===== config.mk =====
export PLATFORM = sky130hd
export DESIGN_NAME = mem_lsu
export DESIGN_NICKNAME = d
export VERILOG_FILES = /design/src/rtl/mem_lsu.sv
export SDC_FILE = /design/constraint.sdc
export NUM_CORES = 1
export LEC_CHECK = 0
export ABC_AREA = 0
export CAP_MARGIN = 20
export CORE_MARGIN = 2
export CORE_UTILIZATION = 41
export DETAILED_ROUTE_END_ITERATION = 10
export PLACE_DENSITY_LB_ADDON = 0.25
export SLEW_MARGIN = 20
export SYNTH_ARGS = -nofsm -noshare
export SYNTH_HDL_FRONTEND = slang
export SYNTH_SLANG_ARGS = --single-unit

===== constraint.sdc =====
create_clock -name clk_i -period 2.28 [get_ports clk_i]
set_input_delay 0.342 -clock clk_i [delete_from_list [all_inputs] [get_ports clk_i]]
set_output_delay 0.342 -clock clk_i [all_outputs]
set_load 0.1 [all_outputs]

===== src/rtl/mem_lsu.sv =====
// mem_lsu: memory-access stage. Turns the EXE/MEM memory operation into a
// single-outstanding req/ack bus transaction with store lane steering and
// load extraction/extension, stalling the pipeline until the access completes.
// Optional feature macro: MEM_MISALIGN_EXC_EN (misaligned-access exceptions).
module mem_lsu #(
    parameter int ADDR_WIDTH = 32,
    parameter int DATA_WIDTH = 32
) (
    input  logic                  clk_i,
    input  logic                  rst_i,
    input  logic [4:0]            reg_waddr_i,
    input  logic                  reg_we_i,
    input  logic [DATA_WIDTH-1:0] reg_wdata_i,
    input  logic [ADDR_WIDTH-1:0] mem_addr_i,
    input  logic [DATA_WIDTH-1:0] mem_data_i,
    input  logic                  mem_we_i,
    input  logic [3:0]            mem_op_i,
    input  logic [31:0]           exception_i,
    output logic                  bus_req_o,
    output logic                  bus_we_o,
    output logic [ADDR_WIDTH-1:0] bus_addr_o,
    output logic [DATA_WIDTH-1:0] bus_wdata_o,
    output logic [3:0]            bus_be_o,
    input  logic                  bus_ack_i,
    input  logic [DATA_WIDTH-1:0] bus_rdata_i,
    output logic [4:0]            reg_waddr_o,
    output logic                  reg_we_o,
    output logic [DATA_WIDTH-1:0] reg_wdata_o,
    output logic                  stall_req_o,
    output logic [31:0]           exception_o
);

    localparam logic [3:0] OP_LB  = 4'd1;
    localparam logic [3:0] OP_LH  = 4'd2;
    localparam logic [3:0] OP_LW  = 4'd3;
    localparam logic [3:0] OP_LBU = 4'd4;
    localparam logic [3:0] OP_LHU = 4'd5;
    localparam logic [3:0] OP_SB  = 4'd6;
    localparam logic [3:0] OP_SH  = 4'd7;
    localparam logic [3:0] OP_SW  = 4'd8;

    typedef enum logic [1:0] {ST_IDLE, ST_WAIT, ST_DONE} state_t;

    state_t                  state;
    logic [3:0]              op_q;
    logic [1:0]              off_q;
    logic [DATA_WIDTH-1:0]   ld_q;
    logic                    is_mem_code;
    logic                    is_store_code;
    logic                    misalign;
    logic                    mem_op;
    logic                    unused_we;

    // The store flag duplicates information carried by the op code.
    assign unused_we = mem_we_i;

    function automatic logic op_is_load(input logic [3:0] op);
        return (op >= OP_LB) && (op <= OP_LHU);
    endfunction

    // Extract the addressed byte/half from the read word and extend it.
    function automatic logic [DATA_WIDTH-1:0] fmt_load(input logic [3:0] op,
                                                       input logic [1:0] off,
                                                       input logic [DATA_WIDTH-1:0] w);
        logic        [7:0]  b;
        logic        [15:0] h;
        logic signed [31:0] sx;
        b = w[{off, 3'b000} +: 8];
        h = off[1] ? w[31:16] : w[15:0];
        case (op)
            OP_LB:   begin sx = $signed(b); fmt_load = sx; end
            OP_LH:   begin sx = $signed(h); fmt_load = sx; end
            OP_LBU:  fmt_load = {24'h0, b};
            OP_LHU:  fmt_load = {16'h0, h};
            default: fmt_load = w;
        endcase
    endfunction

    // Byte enables for the access; loads always read the full word.
    function automatic logic [3:0] store_be(input logic [3:0] op, input logic [1:0] off);
        case (op)
            OP_SB:   store_be = 4'b0001 << off;
            OP_SH:   store_be = 4'b0011 << {off[1], 1'b0};
            default: store_be = 4'hF;
        endcase
    endfunction

    // Replicate store data across lanes so the enabled lanes carry it.
    function automatic logic [DATA_WIDTH-1:0] store_data(input logic [3:0] op,
                                                         input logic [DATA_WIDTH-1:0] d);
        case (op)
            OP_SB:   store_data = {4{d[7:0]}};
            OP_SH:   store_data = {2{d[15:0]}};
            OP_SW:   store_data = d;
            default: store_data = '0;
        endcase
    endfunction

    assign is_mem_code   = (mem_op_i >= OP_LB) && (mem_op_i <= OP_SW);
    assign is_store_code = (mem_op_i >= OP_SB) && (mem_op_i <= OP_SW);

`ifdef MEM_MISALIGN_EXC_EN
    // Flag halfword accesses on odd addresses and word accesses off a word boundary.
    always_comb begin
        misalign = 1'b0;
        if (exception_i == 32'd0) begin
            case (mem_op_i)
                OP_LH, OP_LHU, OP_SH: misalign = mem_addr_i[0];
                OP_LW, OP_SW:         misalign = (mem_addr_i[1:0] != 2'b00);
                default:              misalign = 1'b0;
            endcase
        end
    end

    assign exception_o = (exception_i != 32'd0) ? exception_i :
                         misalign ? (is_store_code ? 32'd6 : 32'd4) : 32'd0;
`else
    assign misalign    = 1'b0;
    assign exception_o = exception_i;
`endif

    assign mem_op = is_mem_code && (exception_i == 32'd0) && !misalign;

    // Hold the pipeline while an access is being launched or is outstanding.
    always_comb begin
        case (state)
            ST_IDLE: stall_req_o = mem_op;
            ST_WAIT: stall_req_o = 1'b1;
            default: stall_req_o = 1'b0;
        endcase
    end

    assign reg_waddr_o = reg_waddr_i;
    assign reg_we_o    = reg_we_i & ~stall_req_o & (exception_i == 32'd0) & ~misalign;
    assign reg_wdata_o = ((state == ST_DONE) && op_is_load(op_q)) ? ld_q : reg_wdata_i;

    // Bus transaction FSM with registered bus outputs and captured load data.
    always_ff @(posedge clk_i) begin
        if (rst_i) begin
            state       <= ST_IDLE;
            bus_req_o   <= 1'b0;
            bus_we_o    <= 1'b0;
            bus_addr_o  <= '0;
            bus_wdata_o <= '0;
            bus_be_o    <= 4'h0;
            ld_q        <= '0;
            op_q        <= 4'd0;
            off_q       <= 2'd0;
        end else begin
            case (state)
                ST_IDLE: begin
                    if (mem_op) begin
                        bus_req_o   <= 1'b1;
                        bus_we_o    <= is_store_code;
                        bus_addr_o  <= {mem_addr_i[ADDR_WIDTH-1:2], 2'b00};
                        bus_be_o    <= store_be(mem_op_i, mem_addr_i[1:0]);
                        bus_wdata_o <= store_data(mem_op_i, mem_data_i);
                        op_q        <= mem_op_i;
                        off_q       <= mem_addr_i[1:0];
                        state       <= ST_WAIT;
                    end
                end
                ST_WAIT: begin
                    if (bus_ack_i) begin
                        ld_q      <= fmt_load(op_q, off_q, bus_rdata_i);
                        bus_req_o <= 1'b0;
                        state     <= ST_DONE;
                    end
                end
                ST_DONE: state <= ST_IDLE;
                default: state <= ST_IDLE;
            endcase
        end
    end

endmodule


Yosys cells after proc, flatten, opt, wreduce, memory -nomap -nowiden --
Cells that the tools add are included.
Cells by class: eq/ne operators 11, mux-type cells 12, $lt $le $gt $ge 5, shift-type cells 3, reductions and logical operators 12, bitwise gates (word level) 3
Operators by type and width (count):
- $pmux 32 s4 | 1
- $pmux 32 s3 | 1
- $logic_not 32->1 | 1
- $mux 32 | 1
- $shiftx 32x6->8 | 1
- $eq 4x3->1 const B | 4
- $mux 16 | 1
- $ge 4x1->1 const B | 2
- $pmux 4 s2 | 1
- $reduce_and 2->1 | 3
- $logic_and 1x1->1 | 5
- $eq 4x1->1 const B | 1
- $eq 4x2->1 const B | 1
- $eq 4x4->1 const B | 1
- $ge 4x3->1 const B | 1
- $le 4x3->1 const B | 1
- $le 4x4->1 const B | 1
- $mux 2 | 2
- $ne 2x2->1 const B | 2
- $pmux 1 s2 | 2
- $pmux 2 s2 | 1
- $shl 1x2->4 const A | 1
- $shl 2x2->4 const A | 1
- $reduce_and 3->1 | 1
- 7 further kinds | 9
Storage, ports and cells: logic and storage cells 55, output and inout port bits 141, bits in registers 108, input bits 174

Longest topological paths before layout --
Gate-level depths: netlist of run 1.
word-level depth 7, gate-level depth with buffers 8, gate-level depth less buffers 5

Least setup slack after synthesis of run 1 --
No wires, ideal clock.
kind input-to-output, start point input mem_op_i[0], end point output reg_we_o, buffers on the path 1, data arrival time 4.202 ns, data required time 1.938 ns, setup slack -2.264 ns, stages 5, cells stage by stage buf_2 nor3_1 xor2_1 a21oi_1 nor4b_1
Between the ends: word-level cells in the longest chain between the ends 7, elaborated cells on any way between the ends 8, those cells by class order compare: 2; mux: 1; bitwise: 3; reduce/logical: 2
RTL lines:
- start: declaration | RTL line 17 | input logic [3:0] mem_op_i,
- $ge 4x1->1 or $le 4x4->1 (tied branches) | RTL line 99 | assign is_mem_code = (mem_op_i >= OP_LB) && (mem_op_i <= OP_SW);
- $logic_and 1x1->1 * | RTL line 99
- $logic_and 1x1->1 * | RTL line 122 | assign mem_op = is_mem_code && (exception_i == 32'd0) && !misalign;
- $pmux 1 s2 * | RTL line 126 | case (state)
- $not 1->1 * | RTL line 134 | assign reg_we_o = reg_we_i & ~stall_req_o & (exception_i == 32'd0) & ~misalign;
- $and 1x1->1 * (2 in a row) | RTL line 134
- end: declaration | RTL line 27 | output logic reg_we_o,
Every way passes the cells marked *; elsewhere a longest branch is shown, timed or not.

Final worst setup path of run 1 --
start point register op_q[1], end point output reg_wdata_o[2]
Between the ends: word-level cells in the longest chain between the ends 4, elaborated cells on any way between the ends 5, those cells by class order compare: 2; mux: 1; reduce/logical: 2
RTL lines:
- start: declaration | RTL line 45 | logic [3:0] op_q;
- start signal: assignment | RTL line 158 | op_q <= mem_op_i;
- $ge 4x1->1 or $le 4x3->1 (tied branches) | RTL line 58 | return (op >= OP_LB) && (op <= OP_LHU);
- $logic_and 1x1->1 * | RTL line 58
- $logic_and 1x1->1 * | RTL line 135 | assign reg_wdata_o = ((state == ST_DONE) && op_is_load(op_q)) ? ld_q : reg_wdata_i;
- $mux 32 * | RTL line 135
- end: declaration | RTL line 28 | output logic [DATA_WIDTH-1:0] reg_wdata_o,
Marked as above.

==> flow_summary.json, run 1 <==
{
  "overflow": 0,
  "area_delta_synth_final_pct": 74.1,
  "die_x_um": 127,
  "vias_per_cell": 5.17,
  "vias": 6164,
  "synth_compound_area_share_pct": 14.2,
  "synthTopCellsByCount": "dfxtp_1 (108), nand2b_1 (82), mux2_2 (57)",
  "cp.arrival_ps": 1960,
  "synth_area_mm2": 0.00623,
  "place_hpwl_mm": 14.5,
  "antenna_found_initial": 2,
  "fin_crit_sh_pct": 101,
  "yosys.area_share.simple_pct": 20.2,
  "dieArea_mm2": 0.0162,
  "clock_latency_ps": 350,
  "setup_viol": 16,
  "r2r_start": "op_q[2]",
  "drive_above_1_share_pct": 33.7,
  "root_buffer": "clkbuf_16",
  "synthMuxAreaShare_pct": 21.4,
  "detail_route.drc_violations": 0,
  "syn_avg_cell_area_um2": 9.08,
  "synthCells": 686,
  "startpoint": "op_q[1]",
  "ys_async_sr_fraction_pct": 0,
  "placed_cells_incl_taps": 1151,
  "synth-edff-count": 0,
  "synth_top_area_share_pct": 34.7,
  "clkSinkCount": 108,
  "synth_top_family_by_area": "multiplexers",
  "fin_ws_ps": -20.2,
  "cts_tree": "built",
  "violations": "negative setup slack",
  "grt_pass1_vias": 6023,
  "drv_cap": 0,
  "io_pins": 315,
  "htreeDepth": 3,
  "grt_max_degree": 87,
  "min_path_type": "register to register",
  "yosysWarnings": 0,
  "clk_pin_slew_ps": 70,
  "cp.required_ps": 1940,
  "clock_path_buffers": 2,
  "row_count": 45,
  "hp-start": "bus_addr_o[4]",
  "synth_cell_types": 52,
  "clock.fmax_mhz": 435,
  "period_minus_slack_ps": 2300,
  "power_density_mw_per_mm2": 442,
  "fin_skew_ps": 11.8,
  "slew_headroom_pct": 49.4,
  "critPathLaunchType": "register",
  "path_class": "register to primary output",
  "gp_congestion": 0.853,
  "slew_viol_final": 0,
  "finalHoldViolations": 0,
  "setup_tns_ps": -208,
  "finalWirelength_mm": 20.6,
  "ant_nets": 0,
  "grt_setup_unrepaired": "true",
  "synthAdderAreaFrac_pct": 0,
  "ir_worst_vdd_v": 0.000397,
  "drt-initial-drc-count": 397,
  "worstSetupEndpointType": "primary output",
  "cts_hold_buf": 0,
  "status": "finished with violations",
  "initial_core_util_pct": 41.4,
  "die_h_um": 127,
  "leakage_nw": 4.90,
  "tightest_slew_ps": 759,
  "grt_pass1_wl_mm": 30.7,
  "fin_cells": 1192,
  "cts_buffers": 9,
  "dr.pass1.iters": 5,
  "synthFlopType": "dfxtp_1",
  "synth_xor_area_share_pct": 0.281,
  "grt_use_total_pct": 23.5,
  "ys_ff_latch": 108,
  "drt-wirelength-per-cell_um": 17.3,
  "synth_most_common_cell": "dfxtp_1",
  "crit_fanout": 8,
  "core_mm2": 0.0150,
  "synth_seq_area_share_pct": 34.7,
  "synth_area_leader_cell": "dfxtp_1",
  "io_buffer_count": 301,
  "post-route-util_pct": 72.1,
  "nNetsFinal": 1172,
  "synth_area_leaders": "dfxtp_1 (35%), mux2_2 (10%), mux2i_1 (8.5%)"
}
## final timing paths
path,end,slack [ps],cells past startpoint
hold / removal,bus_addr_o[4],470,2
setup reg to reg,ld_q[6],300,6
hold reg to reg,bus_addr_o[4],470,2
setup / recovery,reg_wdata_o[2],-20,6
## critical path: stages, from the launching register on
cell,delay [ps]
dfxtp_2,340
o21ba_4,230
o2111a_2,210
buf_6,130
clkbuf_16,160
mux2_2,360
buf_12,170
## per-stage QoR
step	hold slack, ps	setup WS (ps)	area [um^2]	total power [mW]
after global placement	453	-332	10100	3.25
after floorplan	420	-118	6260	2.65
after global routing	496	-62.3	10800	4.96
after detailed placement	465	-353	10100	3.25
final	474	-20.2	10800	4.80
after CTS	480	-43.0	10500	4.82
## cell families (layout without fill, tap and decap cells)
kind of cell | count (synthesis) | after routing
multiplexers | 123 | 123
other | 1 | 4
AND/OR/NAND/NOR | 229 | 229
AO/OA/AOI/OAI | 122 | 122
XOR/XNOR | 2 | 2
buffers and inverters | 101 | 416
flip-flops | 108 | 108
## repair_timing
item,4_1_cts,5_1_grt
cloned,1,6
setup endpoints to repair,34,62
pin swaps,16,15
gates resized for setup,51,52
buffers inserted,6,11
## state kept, by name, summed over array words and instances, names as in the netlist
| signal | cells |
|---|---|
| state | 2 |
| bus_req_o | 1 |
| bus_be_o | 4 |
| ld_q | 32 |
| bus_we_o | 1 |
| off_q | 2 |
| op_q | 4 |
| bus_addr_o | 30 |
| bus_wdata_o | 32 |
## cell usage in the layout, fill, tap and decap left out, types with 9 or more instances in the layout
cell type and instances:
mux2_1 12, mux2_2 27, a211oi_1 17, nand2b_1 82
nor4_2 9, a22oi_1 16, a211o_1 14, clkbuf_16 15
dfxtp_1 104, nor2_1 49, buf_4 140, nand2_1 35
a21oi_1 29, clkdlybuf4s50_1 131, buf_12 74, mux2_4 30
dlygate4sd2_1 20, o21ai_0 14, nor2b_1 31, inv_1 10
mux2i_1 53
## layer usage
metal / track usage (%) / wire length [um]
met2: 39.8 / 10200
met1: 28.8 / 8420
met4: 9.63 / 543
met3: 5.74 / 1410
met5: 0 / 0
## power breakdown
part | internal, mW | leakage [nW] | switching, mW
clock | 0.854 | 0.139 | 0.718
combinational | 0.616 | 3.89 | 0.724
sequential | 1.88 | 0.871 | 0.000000000161
total | 3.35 | 4.90 | 1.44
## final cells by class
type,count,area (um^2)
clock inverters,5,60.1
clock buffers,10,229
inverters,11,41.3
fillers,1111,4190
flip-flops and latches,108,2170
repair buffers,390,4370
diodes,2,5.00
well taps,188,235
multi-input cells,478,3740
Note: power is estimated with default switching activity, not from simulation.
==> run 2, diff against run 1 <==
- GPL_ROUTABILITY_DRIVEN: unset -> 0
==> results of run 2 <==
The final DEF is identical to that of run 1; final timing and power are the same.
